==> config.mk <==
export PLATFORM = sky130hd
export DESIGN_NAME = reg_writeback_queue
export DESIGN_NICKNAME = d
export VERILOG_FILES = /design/src/rtl/reg_writeback_queue.sv
export SDC_FILE = /design/constraint.sdc
export NUM_CORES = 1
export LEC_CHECK = 0
export CAP_MARGIN = 30
export CORE_MARGIN = 1
export CORE_UTILIZATION = 50
export CTS_BUF_LIST = sky130_fd_sc_hd__clkbuf_4
export CTS_CLUSTER_SIZE = 20
export DETAILED_ROUTE_END_ITERATION = 8
export PLACE_DENSITY = 0.7
export SYNTH_ARGS = -nofsm -noshare
export SYNTH_HDL_FRONTEND = slang
export SYNTH_SLANG_ARGS = --single-unit
==> constraint.sdc <==
create_clock -name i_clk -period 4 [get_ports i_clk]
set_input_delay 0.4 -clock i_clk [delete_from_list [all_inputs] [get_ports i_clk]]
set_output_delay 0.4 -clock i_clk [all_outputs]
set_load 0.1 [all_outputs]
==> src/rtl/reg_writeback_queue.sv <==
// reg_writeback_queue: in-order writeback FIFO feeding the register file write port with decode forwarding
module reg_writeback_queue #(
  parameter int DEPTH = 4
) (
  input  logic                         i_clk,
  input  logic                         i_reset,
  input  logic                         i_mem_valid,
  input  logic [4:0]                   i_mem_index,
  input  logic [31:0]                  i_mem_data,
  input  logic                         i_alu_valid,
  input  logic [4:0]                   i_alu_index,
  input  logic [31:0]                  i_alu_data,
  output logic                         o_in_ready,
  output logic [4:0]                   o_write_index,
  output logic [31:0]                  o_write_data,
  output logic                         o_write_enable,
  input  logic [4:0]                   i_read_index1,
  input  logic [4:0]                   i_read_index2,
  output logic                         o_pending1,
  output logic                         o_pending2,
  output logic [31:0]                  o_fwd_data1,
  output logic [31:0]                  o_fwd_data2,
  output logic [$clog2(DEPTH+1)-1:0]   o_count
);
  localparam int AW = $clog2(DEPTH);
  localparam int CW = $clog2(DEPTH + 1);
  logic [4:0]    r_idx [DEPTH];
  logic [31:0]   r_dat [DEPTH];
  logic [AW-1:0] r_head, r_tail;
  logic [CW-1:0] r_count;
  logic          r_we;
  logic [4:0]    r_wi;
  logic [31:0]   r_wd;
  logic          w_push_mem, w_push_alu, w_pop;
  logic [AW-1:0] w_alu_slot;
  // Room for two means at most DEPTH-2 occupied; a single source still needs the full two slots free
  assign o_in_ready = r_count <= CW'(DEPTH - 2);
  assign w_push_mem = o_in_ready && i_mem_valid && (i_mem_index != '0);
  assign w_push_alu = o_in_ready && i_alu_valid && (i_alu_index != '0);
  assign w_alu_slot = r_tail + AW'(w_push_mem);
  assign w_pop      = r_count != '0;
  assign o_count        = r_count;
  assign o_write_enable = r_we;
  assign o_write_index  = r_wi;
  assign o_write_data   = r_wd;
  // Entry storage: mem lands at the tail, alu right behind it so the older instruction drains first
  always_ff @(posedge i_clk or negedge i_reset) begin
    if (!i_reset) begin
      for (int k = 0; k < DEPTH; k++) begin
        r_idx[k] <= '0;
        r_dat[k] <= '0;
      end
    end else begin
      if (w_push_mem) begin
        r_idx[r_tail] <= i_mem_index;
        r_dat[r_tail] <= i_mem_data;
      end
      if (w_push_alu) begin
        r_idx[w_alu_slot] <= i_alu_index;
        r_dat[w_alu_slot] <= i_alu_data;
      end
    end
  end
  // Pointers wrap naturally because DEPTH is a power of two
  always_ff @(posedge i_clk or negedge i_reset) begin
    if (!i_reset) begin
      r_head  <= '0;
      r_tail  <= '0;
      r_count <= '0;
    end else begin
      r_tail  <= r_tail + AW'(w_push_mem) + AW'(w_push_alu);
      r_head  <= r_head + AW'(w_pop);
      r_count <= r_count + CW'(w_push_mem) + CW'(w_push_alu) - CW'(w_pop);
    end
  end
  // Head entry moves into the write-port registers every cycle the queue is non-empty
  always_ff @(posedge i_clk or negedge i_reset) begin
    if (!i_reset) begin
      r_we <= 1'b0;
      r_wi <= '0;
      r_wd <= '0;
    end else begin
      r_we <= w_pop;
      if (w_pop) begin
        r_wi <= r_idx[r_head];
        r_wd <= r_dat[r_head];
      end
    end
  end
  // Newest match wins: output register first, then queue entries head to tail overwrite it
  function automatic logic [32:0] lookup(input logic [4:0] ri);
    logic [32:0]   res;
    logic [AW-1:0] p;
    res = (r_we && r_wi == ri) ? {1'b1, r_wd} : 33'd0;
    for (int k = 0; k < DEPTH; k++) begin
      p = r_head + AW'(k);
      if (CW'(k) < r_count && r_idx[p] == ri) res = {1'b1, r_dat[p]};
    end
    return (ri == '0) ? 33'd0 : res;
  endfunction
  assign {o_pending1, o_fwd_data1} = lookup(i_read_index1);
  assign {o_pending2, o_fwd_data2} = lookup(i_read_index2);
endmodule
==> run_results.csv <==
group,metric,value,unit
setup_path,cp_max_fo,16,
drt,route.detailed.drc,0,
yosys,synth_top_family_by_area,"multiplexers",
place,numPortBuffers,195,
timing,fmax,0.246,GHz
cells_and_area,layout.nets,2060,
cells_and_area,final_common_cell,"nand2_1",
yosys,synth_cells,1814,
global_route,grt_usage,36.5,%
job,cap_violations,0,
yosys,ys_warn_count,0,
setup_path,start_kind,"flip-flop",
timing,finalSetupViolations,35,
yosys,ys_types,53,
floorplan,num_rows,64,
drt,via_count,15600,
clock_tree,path_clk_slew,180,ps
drt,first_pass_iters,6,
timing,max_slew_margin,31.3,%
timing,setup_tns,-944,ps
cells_and_area,layout_common_cells,"nand2_1, mux2i_1, dfrtp_1, o21ai_0, a21oi_1",
yosys,seq_area_frac_synth,31.2,%
setup_path,arrival,3660,ps
setup_path,critPathKind,"flip-flop to output port",
yosys,synth-main-ff-cell,"dfrtp_1",
clock_tree,clock_latency,660,ps
place,post-dp-hpwl,39900,µm
hold_path,hp-class,"input port to async pin",
place,gp_congestion,0.972,
place,placed_cells,2304,
setup_path,path_delay_family,"simple AND/OR/NAND/NOR gates",
cells_and_area,drive_above_1_share,20.3,%
clock_tree,cts_root_buf,"clkbuf_4",
drt,antenna_left,0,
cells_and_area,synthToLayoutAreaGrowth,28.1,%
setup_path,cpMaxStageDelayCell,"dfrtp_4",
timing,period_needed,4060,ps
drt,viasPerCell,6.56,
timing,timing.hold.ws,370,ps
floorplan,initial_core_util,50.7,%
global_route,grt_start_max_net_pins,128,
floorplan,ios,196,
floorplan,fp.dieW,178,µm
yosys,netlist_area,15500,µm²
drt,wl_per_cell,24.9,µm
yosys,synth_edf_count,0,
timing,period_share,102,%
yosys,synth_mux_area_share,22.6,%
yosys,postSynthAreaPerCell,8.53,µm²
yosys,synth_xor_area_share,3.34,%
yosys,synth-seq-cells,193,
cells_and_area,n_fill_cell,2540,
timing,tightestPinTransition,1030,ps
cells_and_area,layout.cells.non_filler,2376,
timing,finalHoldViolCount,0,
global_route,antenna_found_initial,3,
setup_path,path_buf_inv,4,
timing,clock_skew,37.9,ps
timing,rsz0062_at_grt,"yes",
setup_path,worst_ep_required_time,3600,ps
place,postPlaceCellArea,18600,µm²
yosys,yosys.area_share.simple,15.8,%
clock_tree,htree_num_levels,4,
global_route,grt_pass1_vias,13700,
floorplan,die_y,178,µm
yosys,async_reset_ff_share,100,%
timing,slew_viol_final,0,
clock_tree,numCtsBuffers,17,
setup_path,cp-end-kind,"output port",
clock_tree,cts_tree,"yes",
setup_path,max_stage_delay,560,ps
timing,worst_slack,-62.6,ps
clock_tree,cts.sinks,193,
global_route,gr-total-overflow,0,
drt,first_iter_violations,2318,
run_status,violations,"setup timing",
setup_path,path_cells,"buf_6, buf_6, mux4_2, xnor2_2, nand4_1, nor3_4, or3b_4, buf_12, o22ai_1, a31o_1, buf_12",
cells_and_area,multi_input_area,10300,µm²
clock_tree,clock_path_buffers,2,
yosys,synth_compound_area_share,20.9,%
global_route,grt_pass1_wl,86000,µm
floorplan,die_area,31700,µm²
yosys,synth_fa_ha_area_share,0.744,%
floorplan,coreArea,30500,µm²
cells_and_area,stdcell_area,19800,µm²
run_status,outcome,"finished with violations",
drt,wl,59300,µm
cells_and_area,regArea,4840,µm²
yosys,synth_nets,1910,
-- kinds of logic (layout without fill, tap and decap cells) --
logic type,after synthesis,in the layout
other,0,3
flip-flops,193,193
multiplexers,317,317
AO/OA/AOI/OAI,512,514
AND/OR/NAND/NOR,531,531
buffers and inverters,194,355
adder cells (fa/ha/maj),8,8
XOR/XNOR,59,59
-- flip-flops by register name, summed over array words and instances (netlist names) --
name and cells:
o_count 3, o_write_data 32, o_write_enable 1, o_write_index 5, r_dat 128, r_head 2
r_idx 20, r_tail 2
-- metrics by stage --
step	setup WS (ps)	utilization, %
floorplan	-35.8	-
global placement	236	61.0
detailed placement	221	61.0
CTS	-104	63.0
global route	-143	65.0
finish	-62.6	65.0
-- cells in the mapped netlist, types with 3 or more instances --
library cell,count,area (µm²)
ha_1,6,75.1
a211oi_1,26,195
a31o_1,32,280
nor4_1,4,25.0
xnor2_1,35,307
or2_2,3,18.8
o211ai_1,8,60.1
buf_6,4,45.0
dfrtp_1,193,4830
or4_1,3,22.5
a21oi_1,140,701
clkbuf_1,104,390
nor3_1,14,70.1
o22ai_1,34,213
inv_1,18,67.6
buf_1,18,67.6
buf_2,47,235
nand2_1,259,972
o21ai_0,170,851
nand3_1,66,330
and3_1,4,25.0
mux4_2,14,315
mux4_1,4,105
mux2i_1,231,2310
nand2b_1,23,144
a32o_1,28,280
nand4_1,4,25.0
o21ai_1,4,20.0
or3b_1,14,123
nor2b_1,32,200
a211o_1,25,219
a221o_1,32,320
mux2_2,68,766
nor2_1,86,323
a31oi_1,5,31.3
xor2_1,24,210
or3b_2,8,70.1
-- path summary, 6_finish.rpt --
kind,cells past startpoint,slack (ps),start,end
max in group asynchronous,3,2670,i_reset,o_write_data[8]$_DFFE_PN0N_
min,2,370,i_reset,o_write_data[18]$_DFFE_PN0N_
min reg2reg,2,570,o_write_data[5]$_DFFE_PN0N_,o_write_data[5]$_DFFE_PN0N_
max reg2reg,10,540,o_count[2]$_DFF_PN0_,r_dat[81]$_DFF_PN0_
max,11,-60,r_head[1]$_DFF_PN0_,o_fwd_data2[19]
min in group i_clk,3,380,i_alu_data[18],r_dat[18]$_DFF_PN0_
-- repair_timing --
action,in CTS,in global routing
pin swaps,11,30
endpoints found under the hold margin,96,0
gates resized for setup,40,105
endpoints found under the setup margin,65,65
cloned,3,9
hold buffers,1,0
setup buffers,14,11
-- cell type report --
cell class / count / area share, %
diodes: 3 / 0.0379
well taps: 396 / 2.50
inverters: 20 / 0.385
clock buffers: 17 / 0.644
flip-flops and latches: 193 / 24.4
clock inverters: 15 / 0.865
repair buffers: 303 / 19.3
multi-input cells: 1429 / 51.9
-- metal layers --
| metal | share of wire [%] | vias up | GRT usage (%) |
|---|---|---|---|
| met5 | 0.17 | - | 2.40 |
| met4 | 2.2 | 2 | 7.37 |
| met3 | 14 | 112 | 12.5 |
| met2 | 40 | 1086 | 49.4 |
| met1 | 43 | 7482 | 54.9 |
| li1 | - | 6910 | - |
Power is left out: the tool's default activity adds up to more than one toggle a clock period on the data nets, which glitch-free logic cannot reach.
